===== config.mk =====
export PLATFORM = sky130hd
export DESIGN_NAME = wb_store_buffer
export DESIGN_NICKNAME = d
export VERILOG_FILES = /design/src/rtl/wb_store_buffer.sv
export SDC_FILE = /design/constraint.sdc
export NUM_CORES = 1
export LEC_CHECK = 0
export CAP_MARGIN = 20
export CORE_MARGIN = 3
export CORE_UTILIZATION = 49
export CTS_BUF_LIST = sky130_fd_sc_hd__clkbuf_2
export DETAILED_ROUTE_END_ITERATION = 16
export PLACE_DENSITY_LB_ADDON = 0.25
export SLEW_MARGIN = 5
export SYNTH_ARGS = -nofsm -noshare
export SYNTH_HDL_FRONTEND = slang
export SYNTH_SLANG_ARGS = --single-unit
export TNS_END_PERCENT = 5

===== constraint.sdc =====
create_clock -name CLK -period 2.81 [get_ports CLK]
set_input_delay 0.562 -clock CLK [delete_from_list [all_inputs] [get_ports CLK]]
set_output_delay 0.562 -clock CLK [all_outputs]
set_load 0.05 [all_outputs]

===== src/rtl/wb_store_buffer.sv =====
// Posted-store FIFO between writeback and the dcache write port.
// Drains in order on In_write_ready, flags loads that overlap pending stores.
module wb_store_buffer #(
    parameter int DEPTH  = 4,
    parameter int PTR_W  = 2,
    parameter int ADDR_W = 32,
    parameter int DATA_W = 64
) (
    input  logic              CLK,
    input  logic              CLR,
    input  logic              WB_st_v,
    input  logic [ADDR_W-1:0] WB_st_address,
    input  logic [DATA_W-1:0] WB_st_data,
    input  logic [1:0]        WB_st_size,
    output logic              sb_wb_stall,
    output logic              DC_write,
    output logic [ADDR_W-1:0] DC_write_address,
    output logic [DATA_W-1:0] DC_write_data,
    output logic [1:0]        DC_write_size,
    input  logic              In_write_ready,
    input  logic              LD_check_v,
    input  logic [ADDR_W-1:0] LD_address,
    output logic              sb_ld_conflict,
    input  logic              drain_req,
    output logic              sb_drained,
    output logic [PTR_W:0]    sb_count
);
    // state | meaning
    // IDLE  | nothing presented to the dcache
    // ISSUE | head entry presented on DC_write_*, waiting for In_write_ready
    typedef enum logic {IDLE = 1'b0, ISSUE = 1'b1} state_t;

    state_t            state_q, state_d;
    logic [ADDR_W-1:0] addr_q [DEPTH];
    logic [DATA_W-1:0] data_q [DEPTH];
    logic [1:0]        size_q [DEPTH];
    logic [DEPTH-1:0]  valid_q;
    logic [PTR_W-1:0]  head_q, tail_q;
    logic [PTR_W:0]    count_q, count_d;
    logic              full, push, pop, hit;
    logic              in_unused;

    // drain_req only matters to the requester; the buffer drains whenever it holds stores
    assign in_unused = drain_req ^ (^LD_address[2:0]);

    assign full = (count_q == (PTR_W+1)'(DEPTH));
    assign push = WB_st_v & ~full;
    assign pop  = (state_q == ISSUE) & In_write_ready;

    always_comb begin
        count_d = count_q;
        if (push && !pop) begin
            count_d = count_q + (PTR_W+1)'(1);
        end else if (pop && !push) begin
            count_d = count_q - (PTR_W+1)'(1);
        end
    end

    always_comb begin
        state_d = state_q;
        case (state_q)
            IDLE:    if (count_q != '0) state_d = ISSUE;
            ISSUE:   if (pop && count_d == '0) state_d = IDLE;
            default: state_d = IDLE;
        endcase
    end

    always_ff @(posedge CLK or negedge CLR) begin
        if (!CLR) begin
            state_q <= IDLE;
            count_q <= '0;
            head_q  <= '0;
            tail_q  <= '0;
            valid_q <= '0;
            for (int i = 0; i < DEPTH; i++) begin
                addr_q[i] <= '0;
                data_q[i] <= '0;
                size_q[i] <= '0;
            end
        end else begin
            state_q <= state_d;
            count_q <= count_d;
            if (pop) begin
                valid_q[head_q] <= 1'b0;
                head_q          <= head_q + PTR_W'(1);
            end
            // a push never targets the head slot on a pop cycle: that needs a full buffer
            if (push) begin
                addr_q[tail_q]  <= WB_st_address;
                data_q[tail_q]  <= WB_st_data;
                size_q[tail_q]  <= WB_st_size;
                valid_q[tail_q] <= 1'b1;
                tail_q          <= tail_q + PTR_W'(1);
            end
        end
    end

    always_comb begin
        hit = 1'b0;
        for (int i = 0; i < DEPTH; i++) begin
            if (valid_q[i] && (addr_q[i][ADDR_W-1:3] == LD_address[ADDR_W-1:3])) begin
                hit = 1'b1;
            end
        end
    end

    assign sb_ld_conflict   = LD_check_v & hit;
    assign sb_wb_stall      = WB_st_v & full;
    assign DC_write         = (state_q == ISSUE);
    assign DC_write_address = addr_q[head_q];
    assign DC_write_data    = data_q[head_q];
    assign DC_write_size    = size_q[head_q];
    assign sb_drained       = (count_q == '0) && (state_q == IDLE);
    assign sb_count         = count_q;

endmodule


==> results of run 1 <==
-- state kept, by name, indices dropped and copies added (netlist names) --
signal / flops
DC_write: 1
addr_q: 128
data_q: 256
head_q: 2
sb_count: 3
size_q: 8
tail_q: 2
valid_q: 4
-- synth_stat cells (all sizes together), types with 11 or more instances --
library cell,n
nand2,21
buf,53
mux2,392
nor4,17
xnor2,56
nand4,16
ha,11
clkbuf,18
mux4,98
dfrtp,404
inv,11
xor2,62
-- stage by stage --
| step | hold WS (ns) | cell area [µm²] |
|---|---|---|
| after floorplan | 0.266 | 18700 |
| after global placement | 0.482 | 22100 |
| after detailed placement | 0.487 | 22100 |
| after CTS | 0.0160 | 23300 |
| after global routing | 0.0403 | 23500 |
| final | 0.142 | 23500 |
-- path summary, 6_finish.rpt --
kind / cells after the start / from / endpoint
max: 7 / addr_q[4]$_DFFE_PN0P_ / sb_ld_conflict
min: 2 / CLR / data_q[196]$_DFFE_PN0P_
max reg2reg: 7 / sb_count[0]$_DFF_PN0_ / addr_q[109]$_DFFE_PN0P_
min reg2reg: 1 / data_q[67]$_DFFE_PN0P_ / data_q[67]$_DFFE_PN0P_
max in group asynchronous: 4 / CLR / data_q[96]$_DFFE_PN0P_
min in group CLK: 2 / WB_st_data[53] / data_q[53]$_DFFE_PN0P_
-- logic make-up after synthesis --
group                    count (synthesis)  synth area share (%)
adder cells (fa/ha/maj)                 13                 0.841
multiplexers                           490                  35.3
XOR/XNOR                               118                  5.51
AND/OR/NAND/NOR                         65                  1.96
buffers and inverters                   82                  1.98
flip-flops                             404                  53.9
AO/OA/AOI/OAI                           10                 0.434
-- worst max-delay path: cells and delay by family, from the launching register on --
| kind | cells | cell delay, ns |
|---|---|---|
| XOR/XNOR | 1 | 0.18 |
| AND/OR/NAND/NOR | 3 | 0.78 |
| flip-flops | 1 | 0.41 |
| buffers and inverters | 2 | 0.35 |
| AO/OA/AOI/OAI | 1 | 0.30 |
-- layer usage --
metal / vias up / track usage, %
met3: 95 / 7.07
li1: 5156 / -
met2: 316 / 38.0
met1: 6075 / 30.4
met5: - / 0
met4: 2 / 7.95
-- repair_timing --
action | 4_1_cts | 5_1_grt
cloned | 2 | 2
hold endpoints to repair | 354 | 0
endpoints found under the setup margin | 105 | 100
hold buffers | 1 | 0
resized for setup | 48 | 36
pin swaps | 4 | 1
setup buffers | 3 | 3
-- final cells by class --
type	count	share of cell area (%)
Tap cell	511	2.72
Clock inverter	48	0.853
Antenna cell	3	0.0320
Sequential cell	404	43.1
Inverter	11	0.176
Timing Repair Buffer	317	14.5
Clock buffer	148	3.15
Multi-Input combinational cell	696	35.4
==> flow_summary.json, run 1 <==
{
  "vias": 11600,
  "htreeDepth": 3,
  "grt_max_degree": 67,
  "ant_nets": 0,
  "ys_top_cells_by_area": "dfrtp_1, mux2_2, mux4_2",
  "synth_top_area_share_pct": 53.9,
  "synth_flop_cell": "dfrtp_1",
  "min_period_over_period_pct": 127,
  "wl_met3_mm": 3.06,
  "worstSetupEndpointType": "output port",
  "crit_chain": "xor2_1 > nor4_1 > buf_4 > nand4_1 > or4_1 > a41oi_2 > buf_12",
  "totalWireLength_mm": 47.3,
  "ys_seq_elements": 404,
  "drc": 0,
  "maxSlewHeadroom_pct": 62.7,
  "drt_iter0_drc": 491,
  "cts.path.max_buffers": 3,
  "hp-class": "in -> async",
  "worstMarginPinSlew_ns": 0.562,
  "placedCellCount": 1928,
  "ioPinCount": 241,
  "seqCellArea_um2": 10100,
  "coreArea_um2": 37700,
  "cts-root-buf": "clkbuf_2",
  "skew_ns": 0.0833,
  "dr.pass1.iters": 4,
  "synthCells": 1182,
  "die-width_um": 202,
  "place.gp.congestion": 0.972,
  "final-hold-violation-count": 0,
  "cpMaxStageDelayCell": "or4_1",
  "grt_pass1_wl_mm": 73.9,
  "netlist_area_um2": 18700,
  "port_buffers": 236,
  "clock_latency_ns": 1.03,
  "antenna_found_initial": 3,
  "route.layer.met1.wl_mm": 19.8,
  "highest_layer": "met5",
  "slew_viol_final": 0,
  "crit_type": "reg -> out",
  "setup_slack_ns": -0.754,
  "clk_pin_slew_ns": 0.10,
  "ys_types": 30,
  "status": "complete, but fails checks",
  "start_util_pct": 49.8,
  "dieArea_um2": 40600,
  "min_period_ns": 3.56,
  "rows": 71,
  "grt_pass1_vias": 13000,
  "synth.avg_cell_area_um2": 15.9,
  "grt_use_total_pct": 23.5,
  "critPathArrivalTime_ns": 3.00,
  "rsz0062_at_grt": "yes",
  "dp_hpwl_mm": 31.4,
  "die_h_um": 202,
  "fillers": 2946,
  "avgViaCountPerCell": 5.45,
  "grt-ovfl-total": 0,
  "fin_util_pct": 62.3,
  "cts_tree": "yes",
  "max_freq_mhz": 281,
  "yosysWarnings": 0,
  "multiInputGateArea_um2": 8320,
  "setup_viol": 99,
  "place_ws_ns": -0.501,
  "cp_slowest_stage_delay_ns": 0.43,
  "final_common_cell": "dfrtp_1",
  "nNetsFinal": 1684,
  "violations": "setup timing",
  "numCtsBuffers": 107,
  "drv_cap": 0,
  "rrSetupSlack_ns": 0.73,
  "instances_no_fill": 2138,
  "drive_above_1_share_pct": 52.2,
  "worstPathMaxFanout": 2,
  "critPathRequiredTime_ns": 2.25,
  "dr_wl_met2_mm": 23.1,
  "wire_per_inst_um": 22.1,
  "async_flop_share_pct": 100,
  "yosysSeqAreaShare_pct": 53.9,
  "cts_num_sinks": 404,
  "syn_nets": 1329,
  "start_kind": "flop",
  "synth-edff-count": 0,
  "area_delta_synth_final_pct": 25.3,
  "setup_tns_ns": -29.48,
  "layout_common_cells": "dfrtp_1, mux2_2, clkbuf_2",
  "synth_top_cell_by_area": "dfrtp_1"
}
Power of run 1 is not shown: default switching activity piles up to over one toggle a cycle in this logic, so the estimate is an artifact.
==> inputs of run 2 (changes only) <==
- CTS_CLUSTER_SIZE: not set -> 10
==> run 2 against run 1 <==
The run still ends with setup timing left. Clock skew barely moved. Register-to-register slack about the same. Utilization barely moved. Hold slack improved by 0.0016 ns. Critical path type unchanged. Critical path depth unchanged. Sequential share of layout area about the same. Final area barely moved. Maximum frequency about the same. Non-clock buffer count unchanged.
==> flow_summary.json, run 2 (synthesis results as in run 1) <==
{
  "status": "complete, but fails checks",
  "violations": "setup timing",
  "slew_viol_final": 0,
  "cts.path.max_buffers": 3,
  "r2r_end": "addr_q[109]$_DFFE_PN0P_",
  "worstSetupEndpointType": "output port",
  "htreeDepth": 3,
  "drv_cap": 0,
  "totalWireLength_mm": 47.3,
  "cts-root-buf": "clkbuf_2",
  "dp_hpwl_mm": 31.4,
  "worstPathMaxFanout": 2,
  "place_ws_ns": -0.501,
  "setup_viol": 99,
  "hp-class": "in -> async",
  "avgViaCountPerCell": 5.46,
  "port_buffers": 236,
  "grt_max_degree": 67,
  "layout_common_cells": "dfrtp_1, mux2_2, clkbuf_2",
  "maxSlewHeadroom_pct": 61.9,
  "crit_end": "sb_ld_conflict",
  "coreArea_um2": 37700,
  "final_common_cell": "dfrtp_1",
  "clk_pin_slew_ns": 0.10,
  "min_period_ns": 3.57,
  "startpoint": "addr_q[4]$_DFFE_PN0P_",
  "critPathRequiredTime_ns": 2.25,
  "critPathArrivalTime_ns": 3.00,
  "reg_top3": "data_q (256), addr_q (128), size_q (8)",
  "rrSetupSlack_ns": 0.73,
  "start_kind": "flop",
  "die-width_um": 202,
  "clock_latency_ns": 1.02,
  "drive_above_1_share_pct": 52.2,
  "rows": 71,
  "crit_type": "reg -> out",
  "setup_slack_ns": -0.756,
  "die_h_um": 202,
  "place_area_um2": 22100,
  "dr.pass1.iters": 4,
  "antenna_found_initial": 3,
  "final_area_um2": 23500,
  "worstMarginPinSlew_ns": 0.573,
  "dieArea_um2": 40600,
  "min_period_over_period_pct": 127,
  "start_util_pct": 49.8,
  "ant_nets": 0,
  "cts_tree": "yes",
  "wire_per_inst_um": 22.1,
  "skew_ns": 0.0831,
  "grt_use_total_pct": 23.5,
  "grt_pass1_vias": 13000,
  "drc": 0,
  "place.gp.congestion": 0.972,
  "max_freq_mhz": 280,
  "regMostFlops": "data_q",
  "grt-ovfl-total": 0,
  "ioPinCount": 241,
  "grt_pass1_wl_mm": 73.9,
  "vias": 11700,
  "cts_num_sinks": 404,
  "nNetsFinal": 1684,
  "rr_worst_depth": 7,
  "numCtsBuffers": 107,
  "reg2reg_from": "sb_count[0]$_DFF_PN0_",
  "hold_slack_ns": 0.143,
  "fillers": 2937,
  "area_delta_synth_final_pct": 25.3,
  "largest_register_ffs": 256,
  "rsz0062_at_grt": "yes",
  "final-hold-violation-count": 0,
  "drt_iter0_drc": 439
}
==> run 2: changes by cell type in the layout (fill, tap and decap cells not counted) <==
cell and change:
diode_2 -1
==> run 2: through the flow <==
stage / util [%] / setup TNS [ns] / instances
after global routing: 62.3 / -50.86 / 2137
after CTS: 61.7 / -46.66 / 2130
after floorplan: - / 0 / 1182
final: 62.3 / -29.67 / 2137
after global placement: 58.6 / -0.506 / 1928
after detailed placement: 58.6 / -0.501 / 1928
==> run 2: area by class of cell <==
type	count	area (µm²)	area share (%)
Inverter	11	41.3	0.176
Clock buffer	148	741	3.15
Clock inverter	48	200	0.853
Tap cell	511	639	2.72
Antenna cell	2	5.00	0.0213
Multi-Input combinational cell	696	8320	35.4
Sequential cell	404	10100	43.1
Timing Repair Buffer	317	3410	14.5
==> run 2: per-layer routing <==
layer  vias to the layer above  track usage, %  share of wire (%)
met5                         -               0              0.028
met4                         2            7.90                2.8
met3                        95            7.12                6.4
met2                       309            38.0                 49
met1                      6097            30.5                 42
li1                       5160               -                  -
==> run 2: critical path, stage by stage, from the launching register on <==
cell,delay (ns)
dfrtp_1,0.41
xor2_1,0.18
nor4_1,0.26
buf_4,0.17
nand4_1,0.09
or4_1,0.43
a41oi_2,0.30
buf_12,0.18
==> run 2: repair_timing <==
action / 4_1_cts / 5_1_grt
gates resized for setup: 48 / 36
hold endpoints to repair: 354 / 0
buffers inserted: 3 / 3
setup endpoints to repair: 105 / 100
gates cloned: 2 / 2
pin swaps: 4 / 1
hold buffers: 1 / 0
==> run 2: worst min-delay path by stage <==
stage	end	slack, ns	from
after floorplan	DC_write$_DFF_PN0_	0.27	CLR
after global placement	data_q[77]$_DFFE_PN0P_	0.48	data_q[77]$_DFFE_PN0P_
after detailed placement	data_q[85]$_DFFE_PN0P_	0.49	data_q[85]$_DFFE_PN0P_
after CTS	valid_q[0]$_DFF_PN0_	0.02	CLR
after global routing	valid_q[0]$_DFF_PN0_	0.04	CLR
final	data_q[196]$_DFFE_PN0P_	0.14	CLR
Power of run 2 is left out for the same reason.
==> inputs of run 3 (changes only) <==
- RECOVER_POWER: not set -> 50
==> run 3 against run 2 <==
The run ends with capacitance limit, slew limit, setup timing left. Clock skew is 0.013 ns lower. Routed wire length is 0.17% lower. Maximum frequency hardly changed. First-iteration DRC count is 0.91% lower. Highest routed layer unchanged.
==> flow_summary.json, run 3 (synthesis results as in run 1) <==
{
  "status": "complete, but fails checks",
  "violations": "capacitance limit, slew limit, setup timing",
  "clk_pin_slew_ns": 0.10,
  "final-hold-violation-count": 0,
  "final_common_cell": "dfrtp_1",
  "avgViaCountPerCell": 5.46,
  "grt_use_total_pct": 23.5,
  "numCtsBuffers": 107,
  "totalWireLength_mm": 47.2,
  "vias": 11700,
  "drive_above_1_share_pct": 52.0,
  "cts-root-buf": "clkbuf_2",
  "regMostFlops": "data_q",
  "dp_hpwl_mm": 31.4,
  "holdPathEnd": "data_q[53]$_DFFE_PN0P_",
  "cts_num_sinks": 404,
  "rows": 71,
  "area_delta_synth_final_pct": 24.6,
  "start_kind": "flop",
  "place_area_um2": 22100,
  "die-width_um": 202,
  "crit_chain": "xor2_1 > nor4_1 > buf_4 > nand4_1 > or4_1 > a41oi_2 > buf_12",
  "hp-class": "in -> reg",
  "crit_type": "reg -> out",
  "layout_common_cells": "dfrtp_1, mux2_2, clkbuf_2",
  "clock_latency_ns": 1.01,
  "dieArea_um2": 40600,
  "fin_util_pct": 62.0,
  "setup_slack_ns": -0.754,
  "place.gp.congestion": 0.972,
  "grt_max_degree": 67,
  "worstHoldStart": "WB_st_data[53]",
  "coreArea_um2": 37700,
  "setup_viol": 99,
  "reg2reg_from": "sb_count[0]$_DFF_PN0_",
  "rrSetupSlack_ns": 0.17,
  "antenna_found_initial": 3,
  "nNetsFinal": 1684,
  "skew_ns": 0.0703,
  "cts_tree": "yes",
  "start_util_pct": 49.8,
  "drc": 0,
  "cts.path.max_buffers": 3,
  "fillers": 2953,
  "r2r_end": "addr_q[109]$_DFFE_PN0P_",
  "maxSlewHeadroom_pct": -8.57,
  "grt-ovfl-total": 0,
  "die_h_um": 202,
  "rr_worst_depth": 7,
  "final_area_um2": 23400,
  "cp_slowest_stage_delay_ns": 0.43,
  "drv_cap": 1,
  "min_period_over_period_pct": 127,
  "reg_top3": "data_q (256), addr_q (128), size_q (8)",
  "grt_pass1_wl_mm": 73.9,
  "cpMaxStageDelayCell": "or4_1",
  "rsz0062_at_grt": "yes",
  "worstPathMaxFanout": 2,
  "worstSetupEndpointType": "output port",
  "dr.pass1.iters": 4,
  "hold_depth": 2,
  "critPathArrivalTime_ns": 3.00,
  "worstMarginPinSlew_ns": 1.63,
  "grt_pass1_vias": 13000,
  "ant_nets": 0,
  "cp_top_family": "simple AND/OR/NAND/NOR gates",
  "largest_register_ffs": 256,
  "wire_per_inst_um": 22.1,
  "critPathRequiredTime_ns": 2.25,
  "drt_iter0_drc": 435,
  "min_period_ns": 3.56,
  "ioPinCount": 241,
  "htreeDepth": 3,
  "port_buffers": 236,
  "max_freq_mhz": 281,
  "worst-path-buf-inv": 2,
  "slew_viol_final": 63
}
==> run 3: worst max path at each step <==
| stage | start | endpoint | slack, ns | cells past startpoint |
|---|---|---|---|---|
| 4_1_cts | addr_q[113]$_DFFE_PN0P_ | sb_ld_conflict | -0.88 | 7 |
| 3_5_place_dp | LD_address[13] | sb_ld_conflict | -0.50 | 8 |
| 2_1_floorplan | LD_address[12] | sb_ld_conflict | 0.06 | 6 |
| 3_3_place_gp | LD_address[13] | sb_ld_conflict | -0.51 | 8 |
| 5_1_grt | addr_q[4]$_DFFE_PN0P_ | sb_ld_conflict | -1.01 | 7 |
| 6_report | addr_q[4]$_DFFE_PN0P_ | sb_ld_conflict | -0.75 | 7 |
==> run 3: area by class of cell <==
cell class	count	area, µm²	share of cell area (%)
clock buffer	148	741	3.17
inverter	11	41.3	0.177
multi-input combinational	696	8320	35.6
clock inverter	48	200	0.857
tap	511	639	2.74
timing repair buffer	317	3290	14.1
sequential	404	10100	43.3
antenna	2	5.00	0.0214
==> run 3: what timing repair did <==
action / CTS / global route
resized for setup: 48 / 36
hold endpoints to repair: 354 / 0
gates cloned: 2 / 2
setup endpoints to repair: 105 / 100
pin swaps: 4 / 1
hold buffers: 1 / 0
buffers inserted: 3 / 3
==> run 3: routing by layer <==
| layer | GRT usage (%) | wire length, µm | vias to the layer above |
|---|---|---|---|
| li1 | - | - | 5164 |
| met1 | 30.5 | 19800 | 6121 |
| met2 | 38.0 | 23100 | 299 |
| met3 | 7.12 | 3040 | 85 |
| met4 | 7.90 | 1270 | 2 |
| met5 | 0 | 13 | - |
==> run 3: through the flow <==
stage                     setup slack [ns]  instances  hold slack (ns)  setup TNS [ns]
after floorplan                     0.0561       1182            0.266               0
after global placement              -0.506       1928            0.482          -0.506
after detailed placement            -0.501       1928            0.487          -0.501
after CTS                           -0.879       2130           0.0160          -46.66
after global routing                 -1.01       2137           0.0776          -52.37
final                               -0.754       2137            0.250          -29.72
Power of run 3 is left out for the same reason.
